File: config.mk
export PLATFORM = sky130hd
export DESIGN_NAME = seq_chk_lane
export DESIGN_NICKNAME = d
export VERILOG_FILES = /design/src/rtl/seq_chk_pkg.sv /design/src/rtl/seq_chk_lane.sv
export SDC_FILE = /design/constraint.sdc
export NUM_CORES = 1
export LEC_CHECK = 0
export ABC_AREA = 1
export BUFFER_PORTS_ARGS = -buffer_cell sky130_fd_sc_hd__buf_2
export CORE_UTILIZATION = 45
export DETAILED_ROUTE_END_ITERATION = 10
export HOLD_SLACK_MARGIN = 0.06
export PLACE_DENSITY = 0.72
export SYNTH_ARGS = -nofsm -noshare
export SYNTH_HDL_FRONTEND = slang
export SYNTH_SLANG_ARGS = --single-unit
File: constraint.sdc
create_clock -name clk -period 0.92 [get_ports clk]
set_input_delay 0.276 -clock clk [delete_from_list [all_inputs] [get_ports clk]]
set_output_delay 0.276 -clock clk [all_outputs]
set_load 0.05 [all_outputs]
File: src/rtl/seq_chk_pkg.sv
// rtl/seq_chk_pkg.sv - shared constants and helpers for the sequence implication checker
package seq_chk_pkg;

  // Sequence length: one `a` position, NUM_B `b` positions, NUM_C `c` positions.
  function automatic int seq_len(input int num_b, input int num_c);
    return 1 + num_b + num_c;
  endfunction

  function automatic logic [31:0] cnt_max(input int width);
    return 32'hFFFF_FFFF >> (32 - width);
  endfunction

  function automatic logic [31:0] sat_inc(input logic [31:0] val, input logic [31:0] max_val);
    return (val >= max_val) ? max_val : val + 32'd1;
  endfunction

endpackage

File: src/rtl/seq_chk_lane.sv
// rtl/seq_chk_lane.sv - one group's attempt tracker, pass/fail pulses and saturating fail counter
module seq_chk_lane
  import seq_chk_pkg::*;
#(
  parameter int NUM_B = 2,
  parameter int NUM_C = 3,
  parameter int CNT_W = 8
) (
  input  logic             clk,
  input  logic             rst,
  input  logic             en,
  input  logic             clr,
  input  logic             a,
  input  logic             b,
  input  logic             c,
  input  logic             d,
  output logic             match,
  output logic             fail,
  output logic             fail_next,
  output logic [CNT_W-1:0] fail_cnt
);

  localparam int          P    = seq_len(NUM_B, NUM_C);
  localparam int          SW   = P - 1;
  localparam logic [31:0] MAXV = cnt_max(CNT_W);

  logic [SW-1:0]    st_q, st_d;
  logic             match_q, match_d;
  logic             fail_q, fail_d;
  logic [CNT_W-1:0] cnt_q, cnt_d, cnt_base;
  logic             seq_end;

  // Bit k means some attempt has matched positions 0..k; attempts at the same position merge.
  always_comb begin
    st_d = '0;
    if (en) begin
      st_d[0] = a;
      for (int k = 1; k < SW; k++) begin
        st_d[k] = st_q[k-1] & ((k <= NUM_B) ? b : c);
      end
    end
  end

  assign seq_end = st_q[SW-1] & c;

  always_comb begin
    match_d  = en & seq_end & d;
    fail_d   = en & seq_end & ~d;
    cnt_base = clr ? '0 : cnt_q;
    cnt_d    = fail_d ? CNT_W'(sat_inc(32'(cnt_base), MAXV)) : cnt_base;
  end

  always_ff @(posedge clk or posedge rst) begin
    if (rst) begin
      st_q    <= '0;
      match_q <= 1'b0;
      fail_q  <= 1'b0;
      cnt_q   <= '0;
    end else begin
      st_q    <= st_d;
      match_q <= match_d;
      fail_q  <= fail_d;
      cnt_q   <= cnt_d;
    end
  end

  assign match     = match_q;
  assign fail      = fail_q;
  assign fail_next = fail_d;
  assign fail_cnt  = cnt_q;

endmodule

; Word-level counts from Yosys, hierarchy flattened
; Cells that the tools add are included.
[word_totals]
register_bits = 15
input_bits = 8
[op_classes]
n_addsub = 1
n_lt_le_gt_ge = 1
muxes = 4
bitwise_logic = 9
[op_table]
columns = cell, n
row1 = $mux W8, 3
row2 = $add A8 B1 Y8 const B, 1
row3 = $and A1 B1 Y1, 8
row4 = $ge A8 B8 Y1 const B, 1
row5 = $mux W5, 1
row6 = $not A1 Y1, 1

; Logic depth before layout (Yosys ltp)
[depth]
word_depth = 4
ltp_mapped = 7

; Least setup slack after synthesis
; Ideal clock, no wire load.
[synth_path]
path_kind = register to register
from = reg cnt_q[1], in the netlist fail_cnt[1]
to = reg cnt_q[5], in the netlist fail_cnt[5]
setup_ps = 70
arrival_time_ps = 1278
path_slack_ps = -428
path_stages_with_launch = 5
n_path_buf = 0
period_less_slack_ps = 1348
cell_sequence = dfrtp_1 > nand3_4 > nor2_4 > nand3_2 > nand3_1
[synth_via]
elab_chain_cells = 4
[synth_lines]
columns = element, line
row1 = "start, declared", seq_chk_lane.sv:30  ; logic [CNT_W-1:0] cnt_q, cnt_d, cnt_base;
row2 = "start signal, assigned", seq_chk_lane.sv:63  ; cnt_q <= cnt_d;
row3 = $mux W8 (*), seq_chk_lane.sv:49  ; cnt_base = clr ? '0 : cnt_q;
row4 = $add A8 B1 Y8 / $ge A8 B8 Y1 (equally long branches), seq_chk_pkg.sv:14  ; return (val >= max_val) ? max_val : val + 32'd1;
row5 = $mux W8 (*), seq_chk_pkg.sv:14
row6 = $mux W8 (*), seq_chk_lane.sv:50  ; cnt_d = fail_d ? CNT_W'(sat_inc(32'(cnt_base), MAXV)) : cnt_base;
row7 = net cnt_d[5], seq_chk_lane.sv:30
; The timed path passes the listed nets; every way through them passes the cells marked *.

; Worst setup path after layout
[layout_path]
from = reg st_q[4]
to = out fail_next
[layout_via]
elab_chain_cells = 3
[layout_lines]
columns = element, line
row1 = "start, declared", seq_chk_lane.sv:27  ; logic [SW-1:0] st_q, st_d;
row2 = "start signal, assigned", seq_chk_lane.sv:60  ; st_q <= st_d;
row3 = $and A1 B1 Y1, seq_chk_lane.sv:44  ; assign seq_end = st_q[SW-1] & c;
row4 = $and A1 B1 Y1 (2 in a row), seq_chk_lane.sv:48  ; fail_d = en & seq_end & ~d;
row5 = "end, declared", seq_chk_lane.sv:19  ; output logic fail_next,
; Every way passes these cells.

==> results.json <==
{
  "vias_per_cell": 4.90,
  "htree_levels": 1,
  "synth.top_cell.area_share": 0.489,
  "placedInstanceArea_sq_um": 976,
  "routedWlPerCell_um": 12.5,
  "crit_required_ns": 0.64,
  "vias": 730,
  "endpoint_kind": "output pin",
  "grt_pass1_wl_um": 3130,
  "n_fill_cell": 94,
  "finalNonFillerCells": 149,
  "cts_buffers": 3,
  "hpwl_um": 1160,
  "power.leakage_nw": 0.662,
  "finalPower_mw": 1.12,
  "synth.top_cells.by_area": "dfrtp_1 (49%), nand2_1 (11%), inv_1 (6.9%)",
  "hold_path_class": "input pin to register",
  "sequentialPowerShare": 0.591,
  "p_comb_frac": 0.066,
  "clock.fmax_mhz": 726,
  "synth_cell_type_count": 16,
  "arrival_ns": 1.10,
  "grt_usage": 0.229,
  "drtIter0Drc": 15,
  "tns_ns": -6.12,
  "tightest_slew_ns": 0.203,
  "fin_nets": 142,
  "placedCellCount": 134,
  "n_antenna_cell": 0,
  "period_share": 1.50,
  "cts_tree": "built",
  "first_global_vias": 673,
  "violations": "negative setup slack",
  "hold_violations": 0,
  "path_max_fanout": 2,
  "fin_area_sq_um": 1220,
  "core_sq_um": 1540,
  "yosys.area.top_type": "dfrtp_1",
  "numPortBuffers": 18,
  "cts.sinks": 15,
  "fin_util": 0.795,
  "synth_nets": 96,
  "max_cap_violations": 0,
  "die_h_um": 43.3,
  "clock-root-buffer": "clkbuf_4",
  "status": "complete, but fails checks",
  "final_common_cell": "nand2_1",
  "start_util": 0.498,
  "synth_area_sq_um": 767,
  "p_switching_mw": 0.267,
  "clock_latency_ns": 0.29,
  "drive_gt1_frac": 0.541,
  "slew_viol_final": 0,
  "drtAntennaViolNets": 0,
  "design.die.area_sq_um": 1870,
  "startpoint_type": "register",
  "layout_setup_ws_ns": -0.458,
  "ios": 19,
  "mostFrequentLayoutCells": "nand2_1 (20), buf_4 (18), inv_1 (13)",
  "clock_path_buffers": 2,
  "clkPwrFrac": 0.344,
  "synth_seq_cells": 15,
  "pre_cts_slack_ns": -0.292,
  "grt-ovfl-total": 0,
  "p_per_area_nw_per_um2": 917,
  "antenna_found_initial": 0,
  "finalWorstPathRequiredPeriod_ns": 1.38,
  "gp_congestion": 0.819,
  "synth_cells": 88,
  "die_w_um": 43.3,
  "yosysSeqAreaShare": 0.489,
  "setup_viol": 20,
  "rsz0062_at_grt": "true",
  "switching_share": 0.238,
  "criticalPathCategory": "register to output pin",
  "relSlewSlack": 0.864,
  "num_rows": 14,
  "yosysWarnings": 0,
  "wirelength_um": 1860,
  "syn_avg_cell_area_sq_um": 8.72,
  "dr.pass1.iters": 4,
  "drc": 0,
  "syn_to_final_growth_pct": 59.7,
  "hold_slack_ns": 0.165,
  "power.internal_mw": 0.856,
  "clk_pin_slew_ns": 0.09,
  "fin_skew_ns": 0.00560,
  "grt_max_degree": 16,
  "peakVddDrop_v": 0.000992
}
==> cells by family after synthesis <==
kind of cell	share of synthesized area
flip-flops	0.489
buffers and inverters	0.0946
AND/OR/NAND/NOR	0.392
AO/OA/AOI/OAI	0.0245
==> cell type report <==
class / count / area, sq um / share of cell area
repair buffers: 42 / 375 / 0.306
inverters: 15 / 57.6 / 0.0470
well taps: 16 / 20.0 / 0.0163
flip-flops and latches: 15 / 384 / 0.314
clock inverters: 1 / 5.00 / 0.00409
multi-input cells: 57 / 360 / 0.294
clock buffers: 3 / 22.5 / 0.0184
==> worst paths after layout <==
kind / from / to / slack (ns) / cells past startpoint
worst max-delay path: st_q[4]$_DFF_PP0_ / fail_next / -0.46 / 3
worst min-delay path: a / st_q[0]$_DFF_PP0_ / 0.16 / 3
worst min register to register: st_q[3]$_DFF_PP0_ / st_q[4]$_DFF_PP0_ / 0.48 / 2
worst max register to register: st_q[4]$_DFF_PP0_ / fail_cnt[4]$_DFF_PP0_ / -0.44 / 8
max in group asynchronous: rst / fail_cnt[6]$_DFF_PP0_ / 0.19 / 4
min in group asynchronous: rst / fail$_DFF_PP0_ / 0.54 / 4
==> repair_timing <==
| item | CTS | global route |
|---|---|---|
| endpoints found under the setup margin | 19 | 20 |
| hold buffers | 1 | 0 |
| hold endpoints to repair | 15 | 0 |
| pin swaps | 2 | 1 |
| setup buffers | 8 | 2 |
| gates resized for setup | 29 | 9 |
==> metal layers <==
metal | global-route usage | vias up | routed length (um)
met3 | 0.0511 | 4 | 58
met2 | 0.325 | 15 | 863
met4 | 0.109 | 0 | 23
met1 | 0.326 | 342 | 912
li1 | - | 369 | -
met5 | 0 | - | 0
==> power groups by stage <==
stage	registers [mW]	clock network, mW	logic, mW
final	0.664	0.386	0.0738
after floorplan	0.676	0	0.0250
after global placement	0.677	0	0.0682
after detailed placement	0.677	0	0.0699
after global routing	0.664	0.430	0.0827
after CTS	0.664	0.393	0.0741
==> sequential cells by signal, indices dropped and copies added, names as in the netlist <==
name and flops:
fail 1, fail_cnt 8, match 1, st_q 5
==> worst max-delay path, cell delays in order, from the launching register on <==
cell	delay, ns
dfrtp_1	0.39
nand3_2	0.11
nor2_4	0.15
buf_8	0.16
==> synthesized netlist by cell type <==
cell type,number
inv_1,14
o21ai_0,1
nand3_4,1
dfrtp_1,15
clkinv_2,1
buf_8,1
nand2_4,1
nand3_2,4
nor2_8,1
o21ai_2,1
o21ai_1,1
nor2_1,10
nand3_1,10
nand2_1,22
nand4_1,3
nor2_4,2
Power figures use the tool's default switching activity.
